`config.mk`:
```
export PLATFORM = sky130hd
export DESIGN_NAME = line_burst_adaptor
export DESIGN_NICKNAME = d
export VERILOG_FILES = /design/src/rtl/line_burst_adaptor.sv
export SDC_FILE = /design/constraint.sdc
export NUM_CORES = 1
export LEC_CHECK = 0
export ABC_AREA = 1
export BUFFER_PORTS_ARGS = -buffer_cell sky130_fd_sc_hd__clkbuf_2
export CAP_MARGIN = 0
export CORE_AREA = 4 4 275 277
export CTS_CLUSTER_SIZE = 28
export DETAILED_ROUTE_END_ITERATION = 8
export DIE_AREA = 0 0 279 281
export GPL_ROUTABILITY_DRIVEN = 1
export SLEW_MARGIN = 20
export SYNTH_ARGS = -nofsm -noshare
export SYNTH_HDL_FRONTEND = slang
export SYNTH_SLANG_ARGS = --single-unit
```
`constraint.sdc`:
```
create_clock -name clk -period 18.7 [get_ports clk]
set_input_delay 2.805 -clock clk [delete_from_list [all_inputs] [get_ports clk]]
set_output_delay 2.805 -clock clk [all_outputs]
set_load 0.005 [all_outputs]
```
`src/rtl/line_burst_adaptor.sv`:
```
// line_burst_adaptor: converts single 256-bit cache line requests into
// 4-beat x 64-bit memory bursts (fill and write-back).
// Optional beat-gap timeout abort is built when LINE_BURST_ADAPTOR_TIMEOUT_EN
// is defined; TIMEOUT_CYCLES sets the allowed idle cycles between beats.
module line_burst_adaptor #(
  parameter int unsigned TIMEOUT_CYCLES = 255
) (
  input  logic         clk,
  input  logic         rst,
  input  logic [31:0]  address_i,
  input  logic         read_i,
  input  logic         write_i,
  input  logic [255:0] line_i,
  output logic [255:0] line_o,
  output logic         resp_o,
  output logic         err_o,
  output logic [31:0]  address_o,
  output logic         read_o,
  output logic         write_o,
  output logic [63:0]  burst_o,
  input  logic [63:0]  burst_i,
  input  logic         resp_i
);

  typedef enum logic [1:0] {IDLE, READ, WRITE, DONE} state_e;

  state_e         state_q, state_d;
  logic [1:0]     k_q, k_d;
  logic [255:0]   line_q, line_d;
  logic [255:0]   buf_q, buf_d;
  logic [31:0]    addr_q, addr_d;
`ifdef LINE_BURST_ADAPTOR_TIMEOUT_EN
  logic [31:0]    cnt_q, cnt_d;
  logic           err_q, err_d;
`endif

  // Next-state: request acceptance, beat collection and completion.
  always_comb begin
    state_d = state_q;
    k_d     = k_q;
    line_d  = line_q;
    buf_d   = buf_q;
    addr_d  = addr_q;
`ifdef LINE_BURST_ADAPTOR_TIMEOUT_EN
    cnt_d   = cnt_q;
    err_d   = 1'b0;
`endif
    unique case (state_q)
      IDLE: begin
        if (read_i) begin
          addr_d  = {address_i[31:5], 5'b0};
          k_d     = '0;
          state_d = READ;
`ifdef LINE_BURST_ADAPTOR_TIMEOUT_EN
          cnt_d   = '0;
`endif
        end else if (write_i) begin
          addr_d  = {address_i[31:5], 5'b0};
          buf_d   = line_i;
          k_d     = '0;
          state_d = WRITE;
`ifdef LINE_BURST_ADAPTOR_TIMEOUT_EN
          cnt_d   = '0;
`endif
        end
      end
      READ, WRITE: begin
        if (resp_i) begin
          if (state_q == READ) begin
            line_d[{k_q, 6'b0} +: 64] = burst_i;
          end
          // k wraps 3->0 exactly on the DONE transition.
          k_d = k_q + 2'd1;
          if (k_q == 2'd3) begin
            state_d = DONE;
          end
`ifdef LINE_BURST_ADAPTOR_TIMEOUT_EN
          cnt_d = '0;
        end else begin
          cnt_d = cnt_q + 32'd1;
          if (cnt_q == TIMEOUT_CYCLES - 32'd1) begin
            state_d = DONE;
            err_d   = 1'b1;
            k_d     = '0;
          end
`endif
        end
      end
      DONE: begin
        state_d = IDLE;
      end
      default: state_d = IDLE;
    endcase
  end

  // State and datapath registers with asynchronous reset.
  always_ff @(posedge clk or posedge rst) begin
    if (rst) begin
      state_q <= IDLE;
      k_q     <= '0;
      line_q  <= '0;
      buf_q   <= '0;
      addr_q  <= '0;
`ifdef LINE_BURST_ADAPTOR_TIMEOUT_EN
      cnt_q   <= '0;
      err_q   <= 1'b0;
`endif
    end else begin
      state_q <= state_d;
      k_q     <= k_d;
      line_q  <= line_d;
      buf_q   <= buf_d;
      addr_q  <= addr_d;
`ifdef LINE_BURST_ADAPTOR_TIMEOUT_EN
      cnt_q   <= cnt_d;
      err_q   <= err_d;
`endif
    end
  end

  assign line_o    = line_q;
  assign address_o = addr_q;
  assign read_o    = (state_q == READ);
  assign write_o   = (state_q == WRITE);
  assign resp_o    = (state_q == DONE);
  assign burst_o   = buf_q[{k_q, 6'b0} +: 64];
`ifdef LINE_BURST_ADAPTOR_TIMEOUT_EN
  assign err_o     = err_q;
`else
  assign err_o     = 1'b0;
`endif

endmodule

```
== Word level (Yosys, flattened, before mapping) ==
Cells that the tools add are included.
W data, S select, Z words.

* Flip-flop bits (word level): 548
* Input bits: 357
* Output and inout port bits: 356
* Logic and storage cells: 39

* $add $sub $neg: 2
* Equal/unequal tests: 7
* Shifts and indexed selects: 3
* Multiplexer cells: 12
* Bitwise gates (word level): 1
* Reductions and logical operators: 9

{| class="wikitable"
|+ Operators by type and width
! cell !! number
|-
| $bwmux W256 || 1
|-
| $shift A64 B10 Y256 const A || 1
|-
| $shiftx A256 B9 Y64 || 1
|-
| $shiftx A64 B10 Y256 || 1
|-
| $mux W32 || 2
|-
| $mux W2 || 7
|-
| $reduce_and A3 Y1 || 4
|-
| $neg A8 Y10 || 1
|-
| $eq A2 B2 Y1 const B || 3
|-
| $pmux W2 S3 || 1
|-
| $ne A2 B2 Y1 const B || 2
|-
| $pmux W2 S2 || 1
|-
| $reduce_bool A2 Y1 || 2
|-
| $ne A3 B3 Y1 const B || 1
|-
| $add A2 B1 Y2 const B || 1
|-
| $eq A2 B1 Y1 const B || 1
|-
| $logic_not A2 Y1 || 1
|-
| $reduce_and A2 Y1 || 1
|-
| $reduce_or A2 Y1 || 1
|-
| $not A1 Y1 || 1
|}

== Longest topological paths before layout ==
Gate-level depths: netlist (run 1).

* Depth after elaboration: 4
* Depth in mapped cells: 11
* Mapped depth without buffers: 8

== Worst setup path after synthesis (run 1) ==
Ideal clock, no wire load.

* Path type: register to output
* From: register k_q[0]
* To: output burst_o[16]
* Arrival time: 1.202 ns
* Data required time: 15.895 ns
* Setup slack: 14.693 ns
* Stages on the path, launching flop included: 7
* Buffers on the path: 2
* Cells stage by stage: dfrtp_1 -> inv_2 -> buf_2 -> clkbuf_1 -> a21oi_1 -> o21ai_0 -> nand2_1

* Longest elaborated chain between the ends: 1

{| class="wikitable"
|+ RTL lines
! what !! line !! source
|-
| from (decl) || 28 || <nowiki>logic [1:0] k_q, k_d;</nowiki>
|-
| from (signal assigned) || 110 || <nowiki>k_q <= k_d;</nowiki>
|-
| $shiftx A256 B9 Y64 || 126 || <nowiki>assign burst_o = buf_q[{k_q, 6'b0} +: 64];</nowiki>
|-
| to (decl) || 20 || <nowiki>output logic [63:0] burst_o,</nowiki>
|}

Every way passes these cells.

== Worst setup path after layout (run 1) ==
* From: register k_q[0]
* To: output burst_o[59]

The elaborated chain is that of the path after synthesis.

==> results.py, run 1 <==
metrics = {
    "synthesis": {
        "yosysSeqAreaShare": 0.559,
        "postSynthAreaPerCell_um2": 8.09,
        "synth_area_leaders": "dfrtp_1, nand2_1, o21ai_0",
        "syn_area_um2": 24300,
        "synth_largest_area_cell": "dfrtp_1",
        "ys_ff_latch": 543,
        "synth_top_cell_area_share": 0.559,
        "synth_warnings": 0,
        "synth_cell_types": 21,
        "postSynthCellCount": 3004,
    },
    "worst_setup_path": {
        "r2r_cells": 9,
        "rr_endpoint": "line_o[38]$_DFFE_PP0P_",
        "path_common_cell": "nor2_1",
        "crit_chain": "inv_8, buf_12, nor2_1, nor2_1, o21ai_0, nand2_1, clkbuf_2",
        "crit_path_end_kind": "primary output",
        "cpPeakStageDelay_ps": 660,
        "rrSetupSlack_ps": 13970,
        "rr_startpoint": "k_q[0]$_DFFE_PP0P_",
        "cp-start-kind": "register",
        "crit_path_max_fanout": 151,
        "crit_slowest_cell": "dfrtp_4",
        "worstPathRequired_ps": 15890,
        "arrival_ps": 3830,
        "path_class": "reg2out",
    },
    "global_route": {
        "grt_overflow": 0,
        "grt_pass1_vias": 21200,
        "antenna_found_initial": 26,
        "grt_pass1_wl_mm": 139,
        "track_usage": 0.232,
        "grt_max_degree": 246,
    },
    "sta": {
        "timing_hold_violations_final": 0,
        "rsz0062_at_grt": "no",
        "max_freq_mhz": 151,
        "period_share": 0.355,
        "fin_crit_ps": 6630,
        "fin_worst_skew_ps": 18.8,
        "worst_pin_slew_ps": 1110,
        "slew_viol_final": 0,
        "slew_headroom": 0.255,
        "finalSetupTns_ps": 0,
        "finalSetupViolations": 0,
    },
    "power": {
        "comb_power_share": 0.339,
        "leakage_nw": 17.6,
        "p_per_area_nw_per_um2": 147,
        "power_frac_clock": 0.272,
        "vdd_drop_max_mv": 0.0950,
        "p_sw_mw": 1.73,
        "p_total_mw": 4.47,
        "p_sw_frac": 0.388,
        "seqPwrFrac": 0.389,
        "p_int_mw": 2.74,
    },
    "routing": {
        "via_count": 21800,
        "totalWireLength_mm": 94.3,
        "drtIter0Drc": 1588,
        "vias_per_cell": 4.72,
        "dr.pass1.iters": 7,
        "wire_per_inst_um": 20.4,
        "ant_nets": 0,
        "drc": 0,
    },
    "clock_network": {
        "numCtsBuffers": 61,
        "root_buffer": "clkbuf_16",
        "clockBufferDepth": 3,
        "insertion_delay_ps": 630,
        "cts.sinks": 543,
        "postCtsHoldBufs": 0,
        "cts_tree": "done",
        "clk_pin_slew_ps": 60,
        "cts_setup_buffers": 0,
        "cts_resized": 0,
        "h-tree-depth": 2,
    },
    "layout": {
        "drive_gt1_frac": 0.244,
        "area_growth_pct": 25.2,
        "final_core_util": 0.418,
        "n_fill_cell": 7572,
        "layout.nets": 3974,
    },
    "flow_run": {
        "cap_violations": 0,
    },
    "floorplan": {
        "fp.dieArea_um2": 78400,
        "initial_core_util": 0.334,
        "dieWidth_um": 279,
        "row_count": 99,
        "die_y_um": 281,
        "io_pins": 713,
        "core_um2": 72800,
    },
    "worst_hold_path": {
        "hp-start": "line_o[232]$_DFFE_PP0P_",
        "whs_endpoint": "line_o[232]$_DFFE_PP0P_",
        "hold_path_depth": 2,
        "holdCritPathClass": "reg2reg",
    },
    "place": {
        "dp.final_hpwl_mm": 68.1,
        "portBuffers": 701,
        "gp_congestion": 0.899,
    },
    "status": {
        "status": "finished, final reports clean",
    },
}
==> kinds of logic after synthesis <==
family / Yosys count / synth area share
flops: 543 / 0.559
other cells: 1 / 0.000154
compound gates: 478 / 0.0986
buf+inv: 559 / 0.0954
fa+ha+maj: 12 / 0.00618
simple gates: 1411 / 0.240
==> cell type report <==
type | count | area, um^2 | share of cell area
Multi-Input combinational cell | 1907 | 8450 | 0.278
Clock inverter | 16 | 168 | 0.00551
Inverter | 365 | 1390 | 0.0456
Clock buffer | 96 | 1850 | 0.0608
Sequential cell | 543 | 13600 | 0.447
Tap cell | 959 | 1200 | 0.0394
Antenna cell | 7 | 17.5 | 0.000576
Timing Repair Buffer | 727 | 3750 | 0.123
==> power by group through the flow <==
stage / sequential (mW) / combinational, mW / clock, mW
2_1_floorplan: 1.71 / 0.882 / 0
4_1_cts: 1.74 / 1.55 / 1.24
3_5_place_dp: 1.76 / 1.54 / 0
6_report: 1.74 / 1.51 / 1.22
5_1_grt: 1.79 / 1.70 / 1.29
3_3_place_gp: 1.75 / 1.52 / 0
==> stage by stage <==
step,worst slack [ps],hold slack [ps],cells,cell area [um^2]
6_report,12070,475,4620,30400
3_3_place_gp,12370,459,4500,28400
3_5_place_dp,12390,464,4500,28400
4_1_cts,12060,480,4612,30400
5_1_grt,11990,491,4617,30400
2_1_floorplan,716,448,3009,24300
==> metal layers <==
metal	part of all wire	up-vias	routed length (um)	track usage
met5	0.0016	-	152	0
li1	-	10500	-	-
met4	0.035	22	3290	0.0769
met3	0.089	170	8420	0.0724
met1	0.38	10300	35500	0.270
met2	0.50	833	47000	0.410
==> Yosys cell counts <==
| cell type | instances |
|---|---|
| buf_4 | 7 |
| ha_1 | 12 |
| nand3_1 | 132 |
| inv_2 | 2 |
| nor3_2 | 51 |
| o21ai_0 | 349 |
| nor2_2 | 1 |
| conb_1 | 1 |
| clkbuf_1 | 62 |
| nand4_1 | 2 |
| nand3_2 | 1 |
| nor2_1 | 260 |
| buf_6 | 6 |
| nor3_1 | 12 |
| nor2_4 | 4 |
| o21ai_2 | 1 |
| inv_1 | 363 |
| nand2_1 | 948 |
| dfrtp_1 | 543 |
| buf_2 | 119 |
| a21oi_1 | 128 |
==> cells in the final DEF (no fill, tap or decap), drive strengths merged <==
cell	instances
dfrtp	543
a21oi	128
nand2	948
buf	26
nand3	133
clkinv	11
clkinvlp	3
o21ai	350
nor2	265
inv	365
clkbuf	797
diode	7
nor3	63
conb	6
bufinv	2
ha	12
nand4	2
==> critical path: cells and delay by family (launching register included) <==
| family | cells | cell delay, ps |
|---|---|---|
| buf+inv | 3 | 1240 |
| simple gates | 3 | 410 |
| flops | 1 | 660 |
| compound gates | 1 | 420 |
==> worst max-delay path by stage <==
| stage | start | to | slack [ps] | cells past startpoint |
|---|---|---|---|---|
| detailed placement | rst | buf_q[178]$_DFFE_PP0P_ | 12390 | 5 |
| floorplan | rst | address_o[10]$_DFFE_PP0P_ | 720 | 1 |
| finish | k_q[0]$_DFFE_PP0P_ | burst_o[59] | 12070 | 7 |
| CTS | k_q[1]$_DFFE_PP0P_ | burst_o[25] | 12060 | 6 |
| global route | k_q[0]$_DFFE_PP0P_ | burst_o[0] | 11990 | 7 |
| global placement | rst | buf_q[32]$_DFFE_PP0P_ | 12370 | 5 |
==> registers in the layout (all words and copies together), names as in the netlist <==
name / flops
k_q: 2
address_o: 27
line_o: 256
buf_q: 256
state_q: 2
(Power assumes the default switching activity.)
==> run 2: changes to the inputs <==
- clock period: 18.7 -> 6.8 ns (I/O delays scaled with it)
==> run 2 against run 1 <==
Compared with the run above:
- clock skew grew 9.0 ps
- worst setup slack worse by 9600 ps
- routed wire length shrank 1.2%
- flip-flop and latch count is the same
- critical path depth unchanged
- critical endpoint is now burst_o[56]
- largest cell class unchanged
==> results.py, run 2 (synthesized netlist as in run 1, its figures left out) <==
metrics = {
    "status": {
        "status": "finished, final reports clean",
    },
    "floorplan": {
        "initial_core_util": 0.334,
        "core_um2": 72800,
        "row_count": 99,
        "io_pins": 713,
        "fp.dieArea_um2": 78400,
        "die_y_um": 281,
        "dieWidth_um": 279,
    },
    "routing": {
        "via_count": 21800,
        "vias_per_cell": 4.70,
        "totalWireLength_mm": 93.2,
        "drc": 0,
        "ant_nets": 0,
        "drtIter0Drc": 1502,
        "wire_per_inst_um": 20.1,
        "dr.pass1.iters": 5,
    },
    "worst_hold_path": {
        "hold_path_depth": 2,
        "hp-start": "buf_q[230]$_DFFE_PP0P_",
        "whs_endpoint": "buf_q[230]$_DFFE_PP0P_",
        "holdCritPathClass": "reg2reg",
    },
    "power": {
        "vdd_drop_max_mv": 0.246,
        "leakage_nw": 17.8,
        "p_total_mw": 12.7,
        "p_per_area_nw_per_um2": 413,
    },
    "global_route": {
        "grt_overflow": 0,
        "grt_pass1_vias": 21000,
        "antenna_found_initial": 22,
        "grt_pass1_wl_mm": 137,
        "track_usage": 0.231,
        "grt_max_degree": 229,
    },
    "worst_setup_path": {
        "crit_path_end_kind": "primary output",
        "crit_path_max_fanout": 103,
        "worstPathRequired_ps": 5780,
        "rr_endpoint": "line_o[6]$_DFFE_PP0P_",
        "rrSetupSlack_ps": 2990,
        "rr_startpoint": "k_q[0]$_DFFE_PP0P_",
        "arrival_ps": 3320,
        "path_class": "reg2out",
        "cp-start-kind": "register",
        "r2r_cells": 7,
    },
    "sta": {
        "worst_pin_slew_ps": 1080,
        "rsz0062_at_grt": "no",
        "period_share": 0.638,
        "max_freq_mhz": 231,
        "fin_crit_ps": 4340,
        "finalSetupViolations": 0,
        "slew_headroom": 0.270,
        "slew_viol_final": 0,
        "timing_hold_violations_final": 0,
        "fin_hold_ws_ps": 474,
        "fin_worst_skew_ps": 27.8,
    },
    "flow_run": {
        "cap_violations": 0,
    },
    "place": {
        "portBuffers": 701,
        "gp_congestion": 0.895,
        "dp.final_hpwl_mm": 67.4,
    },
    "layout": {
        "final_cell_mix": "nand2_1, clkbuf_2, dfrtp_1",
        "area_growth_pct": 26.8,
        "final_common_cell": "nand2_1",
        "layout.nets": 3981,
        "final_core_util": 0.423,
        "drive_gt1_frac": 0.247,
    },
    "clock_network": {
        "clk_pin_slew_ps": 60,
        "clockBufferDepth": 3,
        "cts_setup_buffers": 0,
        "root_buffer": "clkbuf_16",
        "cts_tree": "done",
        "cts_resized": 0,
        "insertion_delay_ps": 620,
        "h-tree-depth": 3,
        "cts.sinks": 543,
        "postCtsHoldBufs": 0,
        "numCtsBuffers": 66,
    },
}
==> run 2: cell types whose count changed in the layout (fill, tap and decap cells not counted), moves of 2 or more <==
cell | previous run | this run
clkinv_16 | 0 | 5
buf_12 | 2 | 5
bufinv_16 | 2 | 7
clkbuf_8 | 17 | 13
clkbuf_16 | 62 | 66
inv_6 | 0 | 3
clkinv_2 | 9 | 11
clkbuf_1 | 17 | 12
diode_2 | 7 | 9
==> run 2: layout make-up <==
class,instances,area [um^2]
clock buffers,91,1880
multi-input cells,1907,8450
fillers,7552,42000
repair buffers,729,3800
inverters,365,1380
clock inverters,29,482
well taps,959,1200
flip-flops and latches,543,13600
diodes,9,22.5
==> run 2: worst max path at each step <==
stage,from,to
finish,k_q[0]$_DFFE_PP0P_,burst_o[56]
global route,k_q[0]$_DFFE_PP0P_,burst_o[30]
CTS,k_q[0]$_DFFE_PP0P_,burst_o[30]
detailed placement,k_q[0]$_DFFE_PP0P_,line_o[3]$_DFFE_PP0P_
global placement,k_q[0]$_DFFE_PP0P_,line_o[8]$_DFFE_PP0P_
floorplan,rst,address_o[10]$_DFFE_PP0P_
==> run 2: per-stage QoR <==
stage / setup TNS (ps) / worst slack, ps / instances / area [um^2]
after floorplan: -872030 / -1610 / 3009 / 24300
after global routing: 0 / 2340 / 4629 / 30800
after global placement: 0 / 2950 / 4502 / 28400
final: 0 / 2460 / 4632 / 30800
after CTS: 0 / 2410 / 4622 / 30800
after detailed placement: 0 / 2940 / 4502 / 28400
==> run 2: worst max-delay path, stage by stage (launching register included) <==
cell and delay, ps:
dfrtp_4 510, inv_8 590, buf_4 610, nor2_1 80, nor2_1 90, o21ai_0 360, nand2_1 240, clkbuf_2 140
==> run 2: routing by layer <==
layer	GRT usage	vias to the layer above	share of wire
met2	0.392	795	0.49
met4	0.0977	18	0.043
met5	0	-	0.0011
met3	0.0778	156	0.091
li1	-	10500	-
met1	0.269	10300	0.37
==> run 2: power by group <==
group	total [mW]	internal, mW	switching (mW)
clock	3.77	2.24	1.52
combinational	4.20	1.36	2.84
sequential	4.76	4.23	0.527
total	12.7	7.84	4.89
==> run 3: changes to the inputs <==
- clock period: 6.8 -> 3.9 ns (I/O delays scaled with it)
==> run 3 against run 2 <==
Compared with the run above:
- sequential share of layout area decreased by 0.082 points
- global-route usage about the same
- flip-flop and latch count unchanged
- final cell count increased by 0.19%
- cell area increased by 0.19%
- hold slack got worse by 400 ps
- via count decreased by 0.44%
- clock power increased by 60%
- largest power group unchanged
==> results.py, run 3 (synthesized netlist as in run 1, its figures left out) <==
metrics = {
    "flow_run": {
        "cap_violations": 0,
    },
    "global_route": {
        "grt_pass1_vias": 20900,
        "grt_max_degree": 128,
        "antenna_found_initial": 21,
        "grt_pass1_wl_mm": 138,
        "track_usage": 0.231,
        "grt_overflow": 0,
    },
    "worst_setup_path": {
        "crit_slowest_cell": "dfrtp_4",
        "path_common_cell": "nor2_1",
        "rr_startpoint": "k_q[0]$_DFFE_PP0P_",
        "worstPathRequired_ps": 3310,
        "arrival_ps": 2960,
        "crit_path_max_fanout": 93,
        "path_class": "reg2out",
        "cp-start-kind": "register",
        "cpPeakStageDelay_ps": 670,
        "crit_path_end_kind": "primary output",
        "crit_chain": "inv_8, buf_4, nor2_1, nor2_1, o21ai_0, nand2_1, clkbuf_2",
        "crit_start": "k_q[0]$_DFFE_PP0P_",
    },
    "floorplan": {
        "die_y_um": 281,
        "io_pins": 713,
        "fp.dieArea_um2": 78400,
        "row_count": 99,
        "core_um2": 72800,
        "initial_core_util": 0.334,
        "dieWidth_um": 279,
    },
    "routing": {
        "drtIter0Drc": 1683,
        "totalWireLength_mm": 93.4,
        "dr.pass1.iters": 5,
        "vias_per_cell": 4.67,
        "ant_nets": 0,
        "via_count": 21700,
        "wire_per_inst_um": 20.1,
        "drc": 0,
    },
    "sta": {
        "finalSetupViolations": 0,
        "worst_pin_slew_ps": 1040,
        "slew_viol_final": 0,
        "rsz0062_at_grt": "no",
        "timing_hold_violations_final": 0,
        "period_share": 0.909,
        "max_freq_mhz": 282,
        "fin_crit_ps": 3550,
        "fin_worst_skew_ps": 34.6,
        "fin_ws_ps": 355,
        "slew_headroom": 0.308,
    },
    "clock_network": {
        "clk_pin_slew_ps": 60,
        "cts_setup_buffers": 0,
        "cts_resized": 0,
        "postCtsHoldBufs": 0,
        "numCtsBuffers": 60,
        "clockBufferDepth": 3,
        "cts.sinks": 543,
        "h-tree-depth": 2,
        "insertion_delay_ps": 630,
        "root_buffer": "clkbuf_16",
        "cts_tree": "done",
    },
    "power": {
        "p_per_area_nw_per_um2": 705,
        "vdd_drop_max_mv": 0.570,
        "p_total_mw": 21.8,
        "leakage_nw": 17.8,
    },
    "layout": {
        "final_common_cell": "nand2_1",
        "n_fill_cell": 7503,
        "drive_gt1_frac": 0.250,
        "layout.nets": 3997,
        "stdcell_area_um2": 30900,
        "final_cell_mix": "nand2_1, clkbuf_2, dfrtp_1",
        "area_growth_pct": 27.1,
    },
    "place": {
        "portBuffers": 701,
        "dpl-instance-area_um2": 28700,
        "pre_cts_slack_ps": 868,
        "gp_congestion": 0.904,
        "dp.final_hpwl_mm": 69.0,
    },
    "worst_hold_path": {
        "holdCritPathClass": "in2async",
    },
    "status": {
        "status": "finished, final reports clean",
    },
}
==> run 3: final timing paths <==
check,cells past startpoint,end,slack [ps]
worst max-delay path,7,burst_o[45],350
worst min-delay path,2,buf_q[20]$_DFFE_PP0P_,80
worst max register to register,8,line_o[173]$_DFFE_PP0P_,820
worst min register to register,2,buf_q[62]$_DFFE_PP0P_,480
max in group asynchronous,3,line_o[32]$_DFFE_PP0P_,2920
min in group clk,3,address_o[26]$_DFFE_PP0P_,170
==> run 3: layer usage <==
layer	part of all wire	track usage	vias up
met1	0.37	0.267	10200
met5	0.0016	0	-
li1	-	-	10500
met3	0.092	0.0755	148
met4	0.039	0.0872	22
met2	0.50	0.401	760
==> run 3: power breakdown <==
part           switching (mW)  internal (mW)
Sequential              0.911           7.38
Combinational            4.98           2.49
Clock                    2.43           3.58
Total                    8.32           13.5
==> run 3: cell type report <==
| type | instances | area [um^2] | area share |
|---|---|---|---|
| sequential | 543 | 13600 | 0.440 |
| multi-input combinational | 1907 | 8450 | 0.274 |
| timing repair buffer | 751 | 4120 | 0.133 |
| clock buffer | 89 | 1800 | 0.0584 |
| inverter | 365 | 1380 | 0.0448 |
| tap | 959 | 1200 | 0.0389 |
| clock inverter | 19 | 299 | 0.00969 |
| antenna | 8 | 20.0 | 0.000649 |
==> run 3: metrics by stage <==
step / TNS [ps] / instances / utilization / hold slack, ps
3_5_place_dp: 0 / 4524 / 0.394 / 464
4_1_cts: 0 / 4632 / 0.423 / 42.0
3_3_place_gp: 0 / 4524 / 0.394 / 460
2_1_floorplan: -2210520 / 3009 / - / 448
5_1_grt: 0 / 4638 / 0.424 / 69.7
6_report: 0 / 4641 / 0.424 / 75.8
==> run 3: critical path: cells and delay by family, from the launching register on <==
kind,cells,cell delay (ps)
compound gates,1,140
buf+inv,3,930
flops,1,670
simple gates,3,440
